`config.mk`:
```
export PLATFORM = sky130hd
export DESIGN_NAME = weight_row_feeder
export DESIGN_NICKNAME = d
export VERILOG_FILES = /design/src/rtl/weight_row_feeder_pkg.sv /design/src/rtl/row_fifo.sv /design/src/rtl/weight_row_feeder.sv
export SDC_FILE = /design/constraint.sdc
export NUM_CORES = 1
export LEC_CHECK = 0
export CORE_MARGIN = 4
export CORE_UTILIZATION = 56
export CTS_BUF_LIST = sky130_fd_sc_hd__clkbuf_8 sky130_fd_sc_hd__clkbuf_16
export DETAILED_ROUTE_END_ITERATION = 7
export PLACE_DENSITY = 0.81
export SYNTH_ARGS = -nofsm -noshare
export SYNTH_HDL_FRONTEND = slang
export SYNTH_SLANG_ARGS = --single-unit
```
`constraint.sdc`:
```
create_clock -name clk -period 7.55 [get_ports clk]
set_input_delay 1.51 -clock clk [delete_from_list [all_inputs] [get_ports clk]]
set_output_delay 1.51 -clock clk [all_outputs]
set_load 0.01 [all_outputs]
```
`src/rtl/weight_row_feeder_pkg.sv`:
```
`timescale 1ns/1ps
// Shared array geometry and feeder FSM encodings for the weight-load path.
// The row width and rows-per-tile of the feeder are derived from the array shape.
package weight_row_feeder_pkg;

  localparam int ARRAY_ROW  = 16;
  localparam int ARRAY_COL  = 4;
  localparam int DATA_WIDTH = 8;

  typedef enum logic [1:0] {
    FEED_IDLE  = 2'd0,
    FEED_SERVE = 2'd1,
    FEED_DONE  = 2'd2
  } feed_state_t;

endpackage

```
`src/rtl/row_fifo.sv`:
```
`timescale 1ns/1ps
// Synchronous row FIFO with a registered occupancy count; the head entry is visible combinationally.
// i_pop_n may release several entries at once so an aborted tile can be flushed in one cycle.
module row_fifo #(
  parameter int DEPTH = 32,
  parameter int WIDTH = 32,
  localparam int AW = $clog2(DEPTH),
  localparam int LW = AW + 1
) (
  input  logic             clk,
  input  logic             rst,
  input  logic             i_push,
  input  logic [WIDTH-1:0] i_data,
  input  logic [LW-1:0]    i_pop_n,
  output logic [WIDTH-1:0] o_data,
  output logic             o_full,
  output logic             o_empty,
  output logic [LW-1:0]    o_level
);

  logic [WIDTH-1:0] r_mem [DEPTH];
  logic [AW-1:0]    r_wr_ptr;
  logic [AW-1:0]    r_rd_ptr;
  logic [LW-1:0]    r_level;
  logic             w_push_ok;

  // full/empty come only from the registered level, so a pop never frees a slot in the same cycle
  assign o_full    = (r_level == LW'(DEPTH));
  assign o_empty   = (r_level == '0);
  assign o_level   = r_level;
  assign o_data    = r_mem[r_rd_ptr];
  assign w_push_ok = i_push & ~o_full;

  always_ff @(posedge clk) begin
    if (w_push_ok) begin
      r_mem[r_wr_ptr] <= i_data;
    end
  end

  always_ff @(posedge clk) begin
    if (rst) begin
      r_wr_ptr <= '0;
      r_rd_ptr <= '0;
      r_level  <= '0;
    end else begin
      r_wr_ptr <= r_wr_ptr + AW'(w_push_ok);
      r_rd_ptr <= r_rd_ptr + i_pop_n[AW-1:0];
      r_level  <= r_level + LW'(w_push_ok) - i_pop_n;
    end
  end

endmodule

```
`src/rtl/weight_row_feeder.sv`:
```
`timescale 1ns/1ps
// Weight-row producer for the core: buffers DMA rows against requested credit and replays
// exactly one tile of rows while the core holds its load enable.
module weight_row_feeder
  import weight_row_feeder_pkg::*;
#(
  parameter int ROWS_PER_TILE = ARRAY_ROW,
  parameter int ROW_WIDTH     = ARRAY_COL * DATA_WIDTH,
  parameter int FIFO_DEPTH    = 32,
  parameter int CREDIT_WIDTH  = 8,
  localparam int LW = $clog2(FIFO_DEPTH) + 1
) (
  input  logic                 clk,
  input  logic                 rst,
  input  logic [ROW_WIDTH-1:0] s_axis_tdata,
  input  logic                 s_axis_tvalid,
  output logic                 s_axis_tready,
  input  logic                 i_dma_req,
  input  logic                 i_load_en,
  output logic [ROW_WIDTH-1:0] o_weight_vec,
  output logic                 o_weight_valid,
  output logic                 o_tile_done,
  output logic                 o_err_abort,
  output logic [LW-1:0]        o_fifo_level,
  output logic [1:0]           o_dbg_state
);

  // Handshakes: an ingress beat transfers on a clock edge where s_axis_tvalid and s_axis_tready
  // are both high; s_axis_tready never depends on s_axis_tvalid. o_weight_valid qualifies
  // o_weight_vec for exactly the cycle it is high and carries no back-pressure.

  localparam int CW = CREDIT_WIDTH;
  localparam int SW = $clog2(ROWS_PER_TILE + 1);
  localparam logic [SW-1:0] ROWS_S     = SW'(ROWS_PER_TILE);
  localparam logic [CW:0]   CREDIT_MAX = {1'b0, {CW{1'b1}}};

  feed_state_t r_state;
  feed_state_t w_next_state;

  logic                 r_req_d;
  logic [CW-1:0]        r_credit;
  logic [CW-1:0]        r_discard;
  logic [SW-1:0]        r_sent;
  logic [ROW_WIDTH-1:0] r_vec;
  logic                 r_valid;
  logic                 r_tile_done;
  logic                 r_err_abort;

  logic [ROW_WIDTH-1:0] w_fifo_data;
  logic                 w_full;
  logic                 w_empty;
  logic [LW-1:0]        w_level;
  logic [LW-1:0]        w_pop_n;

  logic                 w_req_rise;
  logic                 w_tready;
  logic                 w_beat;
  logic                 w_push;
  logic                 w_pop;
  logic                 w_abort;
  logic                 w_tile_done_set;
  logic                 w_absorb;
  logic [CW-1:0]        w_owed;
  logic [CW-1:0]        w_level_cw;
  logic [CW-1:0]        w_flush;
  logic [CW-1:0]        w_rem;
  logic [CW:0]          w_credit_add;
  logic [CW-1:0]        w_credit_next;
  logic [CW-1:0]        w_discard_next;

  row_fifo #(
    .DEPTH (FIFO_DEPTH),
    .WIDTH (ROW_WIDTH)
  ) u_row_fifo (
    .clk     (clk),
    .rst     (rst),
    .i_push  (w_push),
    .i_data  (s_axis_tdata),
    .i_pop_n (w_pop_n),
    .o_data  (w_fifo_data),
    .o_full  (w_full),
    .o_empty (w_empty),
    .o_level (w_level)
  );

  // ---------------- egress FSM ----------------
  always_ff @(posedge clk) begin
    if (rst) begin
      r_state <= FEED_IDLE;
    end else begin
      r_state <= w_next_state;
    end
  end

  always_comb begin
    w_next_state = r_state;
    case (r_state)
      FEED_IDLE:  if (i_load_en) w_next_state = FEED_SERVE;
      FEED_SERVE: begin
        if (r_sent == ROWS_S)  w_next_state = FEED_DONE;
        else if (!i_load_en)   w_next_state = FEED_IDLE;
      end
      FEED_DONE:  if (!i_load_en) w_next_state = FEED_IDLE;
      default:    w_next_state = FEED_IDLE;
    endcase
  end

  // The last row is popped while sent is still ROWS-1; sent==ROWS marks the cycle that row is shown.
  always_comb begin
    w_pop           = 1'b0;
    w_abort         = 1'b0;
    w_tile_done_set = 1'b0;
    if (r_state == FEED_SERVE) begin
      if (r_sent == ROWS_S) begin
        w_tile_done_set = 1'b1;
      end else if (!i_load_en) begin
        w_abort = 1'b1;
      end else if (!w_empty) begin
        w_pop = 1'b1;
      end
    end
  end

  // ---------------- abort bookkeeping ----------------
  // Rows owed to the aborted tile are flushed from the FIFO; whatever has not arrived yet
  // (including a beat landing in the abort cycle) is skipped on ingress via the discard count.
  assign w_owed     = CW'(ROWS_PER_TILE) - CW'(r_sent);
  assign w_level_cw = CW'(w_level);
  assign w_flush    = (w_owed < w_level_cw) ? w_owed : w_level_cw;
  assign w_rem      = w_owed - w_flush;
  assign w_absorb   = w_abort & w_beat & (r_discard == '0) & (w_rem != '0);

  always_comb begin
    w_pop_n = '0;
    if (w_abort) begin
      w_pop_n = LW'(w_flush);
    end else if (w_pop) begin
      w_pop_n = LW'(1);
    end
  end

  always_comb begin
    w_discard_next = r_discard;
    if (w_beat && (r_discard != '0)) begin
      w_discard_next = w_discard_next - CW'(1);
    end
    if (w_abort) begin
      w_discard_next = w_discard_next + w_rem - CW'(w_absorb);
    end
  end

  // ---------------- credit and ingress ----------------
  assign w_req_rise    = i_dma_req & ~r_req_d;
  assign w_tready      = (r_credit != '0) & ~w_full;
  assign w_beat        = s_axis_tvalid & w_tready;
  assign w_push        = w_beat & (r_discard == '0) & ~w_absorb;
  assign s_axis_tready = w_tready;

  always_comb begin
    w_credit_add = {1'b0, r_credit};
    if (w_req_rise) begin
      w_credit_add = w_credit_add + (CW+1)'(ROWS_PER_TILE);
    end
    if (w_credit_add > CREDIT_MAX) begin
      w_credit_add = CREDIT_MAX;
    end
    w_credit_next = w_credit_add[CW-1:0] - CW'(w_beat);
  end

  always_ff @(posedge clk) begin
    if (rst) begin
      r_req_d     <= 1'b0;
      r_credit    <= '0;
      r_discard   <= '0;
      r_sent      <= '0;
      r_vec       <= '0;
      r_valid     <= 1'b0;
      r_tile_done <= 1'b0;
      r_err_abort <= 1'b0;
    end else begin
      r_req_d     <= i_dma_req;
      r_credit    <= w_credit_next;
      r_discard   <= w_discard_next;
      r_valid     <= w_pop;
      r_tile_done <= w_tile_done_set;
      if (w_pop) begin
        r_vec <= w_fifo_data;
      end
      if (r_state == FEED_IDLE) begin
        r_sent <= '0;
      end else if (w_pop) begin
        r_sent <= r_sent + SW'(1);
      end
      if (w_abort) begin
        r_err_abort <= 1'b1;
      end
    end
  end

  assign o_weight_vec   = r_vec;
  assign o_weight_valid = r_valid;
  assign o_tile_done    = r_tile_done;
  assign o_err_abort    = r_err_abort;
  assign o_fifo_level   = w_level;
  assign o_dbg_state    = r_state;

endmodule

```
### Word-level counts from Yosys, hierarchy flattened

Memories as Yosys holds them, arrays and structs flattened. A register that Yosys moved wholly into a read port is not among the register bits.
Cells that the tools add are included.

| word-level totals | value |
|---|---|
| memories | 1 |
| RAM bits | 1024 |
| register bits | 43 |
| word-level logic and storage cells | 74 |

Memories:

| name | words | bits a word | read ports | clocked after Yosys merged registers in | write ports | RTL line | RTL |
|---|---|---|---|---|---|---|---|
| u_row_fifo.r_mem | 32 | 32 | 1 | 1 | 1 | row_fifo.sv:21 | `logic [WIDTH-1:0] r_mem [DEPTH];` |

| cells by class | value |
|---|---|
| $lt $le $gt $ge | 2 |
| multiplexer cells | 21 |
| bitwise operators | 13 |
| add/subtract/negate cells | 12 |
| reductions and logical operators | 9 |
| equal/unequal tests | 5 |

Operators with widths:

| cell | count |
|---|---|
| 2-to-1 mux 8 bit | 4 |
| nonzero test 8 bit | 3 |
| subtractor 8 x 1 -> 8 bit | 2 |
| 2-to-1 mux 1 bit | 11 |
| adder 8 x 5 -> 9 bit, second input constant | 1 |
| AND 1 bit | 9 |
| > comparator 9 x 8 -> 1 bit, second input constant | 1 |
| 2-to-1 mux 9 bit | 1 |
| adder 8 bit | 1 |
| zero test 8 bit | 1 |
| < comparator 8 x 6 -> 1 bit | 1 |
| subtractor 8 x 1 -> 8 bit, second input constant | 1 |
| subtractor 8 bit | 1 |
| adder 6 x 1 -> 6 bit | 1 |
| equality test 6 bit, second input constant | 1 |
| zero test 6 bit | 1 |
| 2-to-1 mux 2 bit | 3 |
| 2-to-1 mux 6 bit | 1 |
| one-hot mux 2 bit (3 select lines) | 1 |
| subtractor 5 x 5 -> 6 bit, first input constant | 1 |
| subtractor 6 bit | 1 |
| adder 5 x 1 -> 5 bit | 1 |
| adder 5 x 1 -> 5 bit, second input constant | 1 |
| adder 5 bit | 1 |
| 8 further kinds | 12 |

### Depth between registers and ports, before layout

| logic depth | value |
|---|---|
| depth in word-level cells | 12 |
| gate-level depth with buffers | 28 |

### Modules after synthesis

From an unflattened synthesis, not the netlist that was laid out.

| second synthesis, totals | value |
|---|---|
| cells, all modules | 2394 |
| area, all modules | 43683.1 µm² |

Modules (own cells, without submodules):

| module | cells each | sequential area each (µm²) | area an instance (µm²) | instances |
|---|---|---|---|---|
| row_fifo | 1964 | 31069.8 | 40187.3 | 1 |
| weight_row_feeder | 430 | 1181.1 | 3495.9 | 1 |

### Worst setup path before layout

Ideal clock, no wire load.

| timing path | value |
|---|---|
| path kind | reg-to-reg |
| from | register r_sent[0] |
| to | memory u_row_fifo.r_mem[15][0], enable pin |
| buffers on the path | 1 |
| setup time | 0.502 ns |
| path slack | 0.045 ns |
| stages on the path, launching flop included | 19 |
| arrival | 7.003 ns |
| cell sequence | dfxtp_1 inv_1 ha_1 nor3b_1 ha_1 ha_1 a21o_1 a211oi_2 o21ai_2 mux2i_1 ha_1 fa_1 nor2b_1 o31a_1 nor2_1 o21bai_1 a41oi_1 buf_2 nor4_1 |

| on the way | value |
|---|---|
| cells in the longest elaborated chain, start to end | 11 |
| elaborated cells on any way between the ends | 16 |

Ends and longest elaborated chain:

| element | RTL line | RTL |
|---|---|---|
| start: declaration | weight_row_feeder.sv:43 | `logic [SW-1:0] r_sent;` |
| start signal: assignment | weight_row_feeder.sv:192 | `r_sent <= r_sent + SW'(1);` |
| subtractor 5 x 5 -> 6 bit or equality test 5 bit (tied branches) | weight_row_feeder.sv:127, weight_row_feeder.sv:114 |  |
| < comparator 8 x 6 -> 1 bit or 2-to-1 mux 1 bit (tied branches) | weight_row_feeder.sv:129, weight_row_feeder.sv:114 |  |
| 2-to-1 mux 8 bit or 2-to-1 mux 1 bit (tied branches) | weight_row_feeder.sv:129, weight_row_feeder.sv:113 |  |
| subtractor 8 bit or AND 1 bit (tied branches) | weight_row_feeder.sv:130, weight_row_feeder.sv:131 |  |
| nonzero test 8 bit or AND 1 bit (tied branches) | weight_row_feeder.sv:131 | `assign w_absorb = w_abort & w_beat & (r_discard == '0) & (w_rem != '0);` |
| AND 1 bit (*) | weight_row_feeder.sv:131 |  |
| inverter 1 bit (*) | weight_row_feeder.sv:156 | `assign w_push = w_beat & (r_discard == '0) & ~w_absorb;` |
| AND 1 bit (*) | weight_row_feeder.sv:156 |  |
| AND 1 bit (*) | row_fifo.sv:32 | `assign w_push_ok = i_push & ~o_full;` |
| 2-to-1 mux 1 bit (*) | row_fifo.sv:35 | `if (w_push_ok) begin` |
| 2-to-1 mux 1 bit (implied by the code) (*) | row_fifo.sv:36 | `r_mem[r_wr_ptr] <= i_data;` |
| end: declaration | row_fifo.sv:21 |  |

Every way passes the cells marked *; elsewhere a longest branch is shown, timed or not.

### Worst setup path in the final report

| timing path | value |
|---|---|
| from | register r_sent[0] |
| to | register r_discard[6] |

| on the way | value |
|---|---|
| cells in the longest elaborated chain, start to end | 8 |
| elaborated cells on any way between the ends | 14 |

Ends and longest elaborated chain:

| element | RTL line | RTL |
|---|---|---|
| branches (longest 7 deep; another with < comparator 8 x 6 -> 1 bit) | -- |  |
| 2-to-1 mux 8 bit (*) | weight_row_feeder.sv:147 | `if (w_abort) begin` |
| end signal: assignment | weight_row_feeder.sv:183 | `r_discard <= w_discard_next;` |
| end: declaration | weight_row_feeder.sv:42 | `logic [CW-1:0] r_discard;` |

Mark *: on every way between the ends.
A chain may end at the register's enable or synchronous reset.

==> reports/metrics.yaml <==
clock_tree:
  cts_made_buffers: 102
  cts.repair.resized: 0
  cts_num_sinks: 1099
  path_clk_slew_ps: 60
  ctsHoldBuffers: 0
  cts_buffer_depth: 3
  post_cts.repair.setup_buffers: 0
  cts_htree_levels: 3
  cts_root_buf: "clkbuf_16"
  clock_latency_ps: 680
  cts_tree: "yes"
setup_path:
  critPathKind: "reg -> reg"
  critPathMaxFanout: 7
  cpMostUsedCell: "ha_1"
  required_ps: 8120
  path_delay_family: "adder cells"
  path_buf_inv: 3
  crit_path_end_kind: "flip-flop"
  cpMaxStageDelayCell: "dfxtp_1"
  slowest_delay_ps: 490
  cp.arrival_ps: 6910
  startpoint_type: "flip-flop"
logic_synthesis:
  synth_top_flop_cell: "edfxtp_1"
  synth_edf_count: 1024
  syn_area_um2: 43400
  yosysSeqAreaShare_pct: 74.3
  ys_ff_latch: 1099
  synthCells: 2158
  synth.avg_cell_area_um2: 20.1
  yosysWarnings: 0
  ys_types: 54
  syn_nets: 2250
  synthArstFlopShare_pct: 0
placed_design:
  port_buffers: 80
  dp.final_hpwl_um: 54300
  place.gp.congestion: 0.842
  placed_area_um2: 45800
power:
  p_int_mw: 10.7
  power_frac_comb_pct: 17.9
  power_mw: 14.4
  powerDensity_nw_per_um2: 294
  pwr-share-seq_pct: 48.0
  switchingPower_mw: 3.74
  swShare_pct: 25.9
  leakagePower_nw: 15.1
  pwr-share-clk_pct: 34.1
  peakVddDrop_mv: 0.240
global_routing:
  antenna_found_initial: 9
  grt_use_total_pct: 25.3
  grt_first_pass_wirelength_um: 152000
  grt_max_degree: 125
  gr-total-overflow: 0
  grt_pass1_vias: 23000
cells_and_area:
  nFillCells: 4843
  syn_to_final_growth_pct: 13.0
  finalInstanceArea_um2: 49100
  drive_above_1_share_pct: 21.8
  multi_input_area_um2: 10800
  nets: 2389
  regArea_um2: 32300
timing:
  report.final.slew_viol_count: 0
  fin_crit_sh_pct: 84.1
  finalSetupViolCount: 0
  hold_violations: 0
  skew_ps: 30.7
  rsz0062_at_grt: "no"
  tns_ps: 0
  fmax_mhz: 158
  slew_headroom_pct: 17.6
  period_minus_slack_ps: 6350
  tightest_slew_ps: 1230
route:
  drc: 0
  wl_per_cell_um: 29.9
  routed_via_density: 6.57
  firstDrtPassIters: 5
  antenna_left: 0
  via_count: 22400
  drt_wl_total_um: 102000
  drt_iter0_drc: 2654
die:
  pin_count: 81
  die_w_um: 286
  row_count: 101
  die_area_um2: 82100
  start_util_pct: 56.8
  core_um2: 76500
  die_h_um: 286
hold_path:
  hp-class: "reg -> reg"
run_status:
  status: "finished clean"
job:
  max-cap-violations: 0
-- registers in the layout, indices dropped and copies added (netlist names) --
register             cells
o_weight_vec            32
o_weight_valid           1
r_discard                8
o_dbg_state              2
u_row_fifo.o_level       6
r_req_d                  1
o_err_abort              1
u_row_fifo.r_mem      1024
u_row_fifo.r_wr_ptr      5
r_credit                 8
o_tile_done              1
r_sent                   5
u_row_fifo.r_rd_ptr      5
-- area by class of cell --
class	count	area share, %
inverters	42	0.321
multi-input cells	900	21.9
clock inverters	80	1.23
repair buffers	152	2.80
diodes	7	0.0357
well taps	1030	2.63
clock buffers	104	5.28
flip-flops and latches	1099	65.8
-- Yosys cell counts (all sizes together) (2+ instances only) --
| master | n | area [um^2] |
|---|---|---|
| xnor2 | 22 | 193 |
| nor3b | 3 | 22.5 |
| nand3b | 8 | 60.1 |
| o32ai | 2 | 17.5 |
| o21bai | 3 | 22.5 |
| fa | 4 | 80.1 |
| buf | 56 | 251 |
| xor2 | 15 | 131 |
| nand2b | 12 | 75.1 |
| or3 | 6 | 37.5 |
| nand2 | 21 | 78.8 |
| o31a | 2 | 17.5 |
| mux2 | 3 | 41.3 |
| mux2i | 137 | 1370 |
| and2 | 2 | 12.5 |
| o21ai | 29 | 149 |
| clkbuf | 61 | 229 |
| nor2b | 11 | 68.8 |
| a211oi | 2 | 20.0 |
| a31oi | 2 | 12.5 |
| nand3 | 12 | 60.1 |
| dfxtp | 75 | 1500 |
| o22ai | 65 | 407 |
| nor2 | 81 | 304 |
| inv | 42 | 158 |
| o221ai | 3 | 26.3 |
| nand4 | 7 | 43.8 |
| and4 | 2 | 17.5 |
| nor4 | 35 | 219 |
| o21a | 4 | 30.0 |
| and3 | 3 | 18.8 |
| a21o | 8 | 60.1 |
| a21oi | 17 | 85.1 |
| edfxtp | 1024 | 30700 |
| mux4 | 256 | 5770 |
| or4 | 3 | 26.3 |
| or2 | 3 | 18.8 |
| ha | 51 | 638 |
| nor3 | 56 | 280 |
-- per-stage QoR --
step	instances	setup WS, ps	hold slack [ps]	utilization (%)
floorplan	2158	45.2	483	-
global placement	3223	1540	455	60.0
detailed placement	3223	1280	487	60.0
CTS	3407	1260	498	64.1
global route	3407	774	521	64.1
finish	3414	1200	494	64.2
-- worst min-delay path, cell delays in order (launching register included) --
cell and delay (ps):
dfxtp_1 330, nor2_1 50, nor2_1 70
-- final timing paths --
kind	from	endpoint	slack (ps)	cells past startpoint
setup / recovery	r_sent[0]$_SDFFE_PP0P_	r_discard[6]$_SDFF_PP0_	1200	28
hold / removal	o_err_abort$_SDFFE_PP0P_	o_err_abort$_SDFFE_PP0P_	490	2
setup reg to reg	r_sent[0]$_SDFFE_PP0P_	r_discard[6]$_SDFF_PP0_	1200	28
hold reg to reg	o_err_abort$_SDFFE_PP0P_	o_err_abort$_SDFFE_PP0P_	490	2
-- cell usage in the layout (no fill, tap or decap), types with 4 or more instances in the layout --
cell / Yosys / final
a21o_1: 8 / 8
a21oi_1: 17 / 17
buf_4: 0 / 69
bufinv_16: 0 / 7
clkbuf_16: 0 / 103
clkdlybuf4s50_1: 0 / 79
clkinv_1: 0 / 22
clkinv_2: 0 / 13
clkinvlp_4: 0 / 4
dfxtp_1: 75 / 72
diode_2: 0 / 7
edfxtp_1: 1024 / 1024
fa_1: 4 / 4
ha_1: 51 / 51
inv_1: 42 / 67
mux2i_1: 137 / 137
mux4_2: 256 / 256
nand2_1: 21 / 21
nand2b_1: 12 / 10
nand3_1: 12 / 12
nand3b_1: 8 / 8
nand4_1: 7 / 7
nor2_1: 81 / 81
nor2b_1: 11 / 11
nor3_1: 56 / 56
nor4_2: 0 / 32
o21a_1: 4 / 4
o21ai_0: 28 / 28
o22ai_1: 65 / 65
or3_1: 6 / 6
xnor2_1: 22 / 22
xor2_1: 15 / 15
-- routing by layer --
layer | global-route usage (%) | part of all wire, % | vias to the layer above | wire, um
met1 | 34.1 | 36 | 11700 | 37300
met3 | 6.60 | 11 | 246 | 10800
met2 | 40.6 | 49 | 1387 | 50500
met5 | 0 | 0.053 | - | 54
met4 | 8.90 | 3.4 | 8 | 3490
li1 | - | - | 9155 | -
-- power by group through the flow --
| stage | clock [mW] | combinational (mW) | sequential, mW |
|---|---|---|---|
| finish | 4.93 | 2.59 | 6.93 |
| global route | 5.26 | 2.86 | 6.94 |
| CTS | 4.98 | 2.60 | 6.93 |
| detailed placement | 0 | 2.56 | 7.05 |
| global placement | 0 | 2.47 | 7.04 |
| floorplan | 0 | 1.88 | 7.00 |
-- kinds of logic after synthesis --
logic type	after synthesis	share of synthesized area (%)
xor+xnor	37	0.746
buf+inv	159	1.47
mux	396	16.5
compound gates	142	2.08
flops	1099	74.3
fa+ha+maj	55	1.65
simple gates	270	3.24
(Power assumes the default switching activity.)
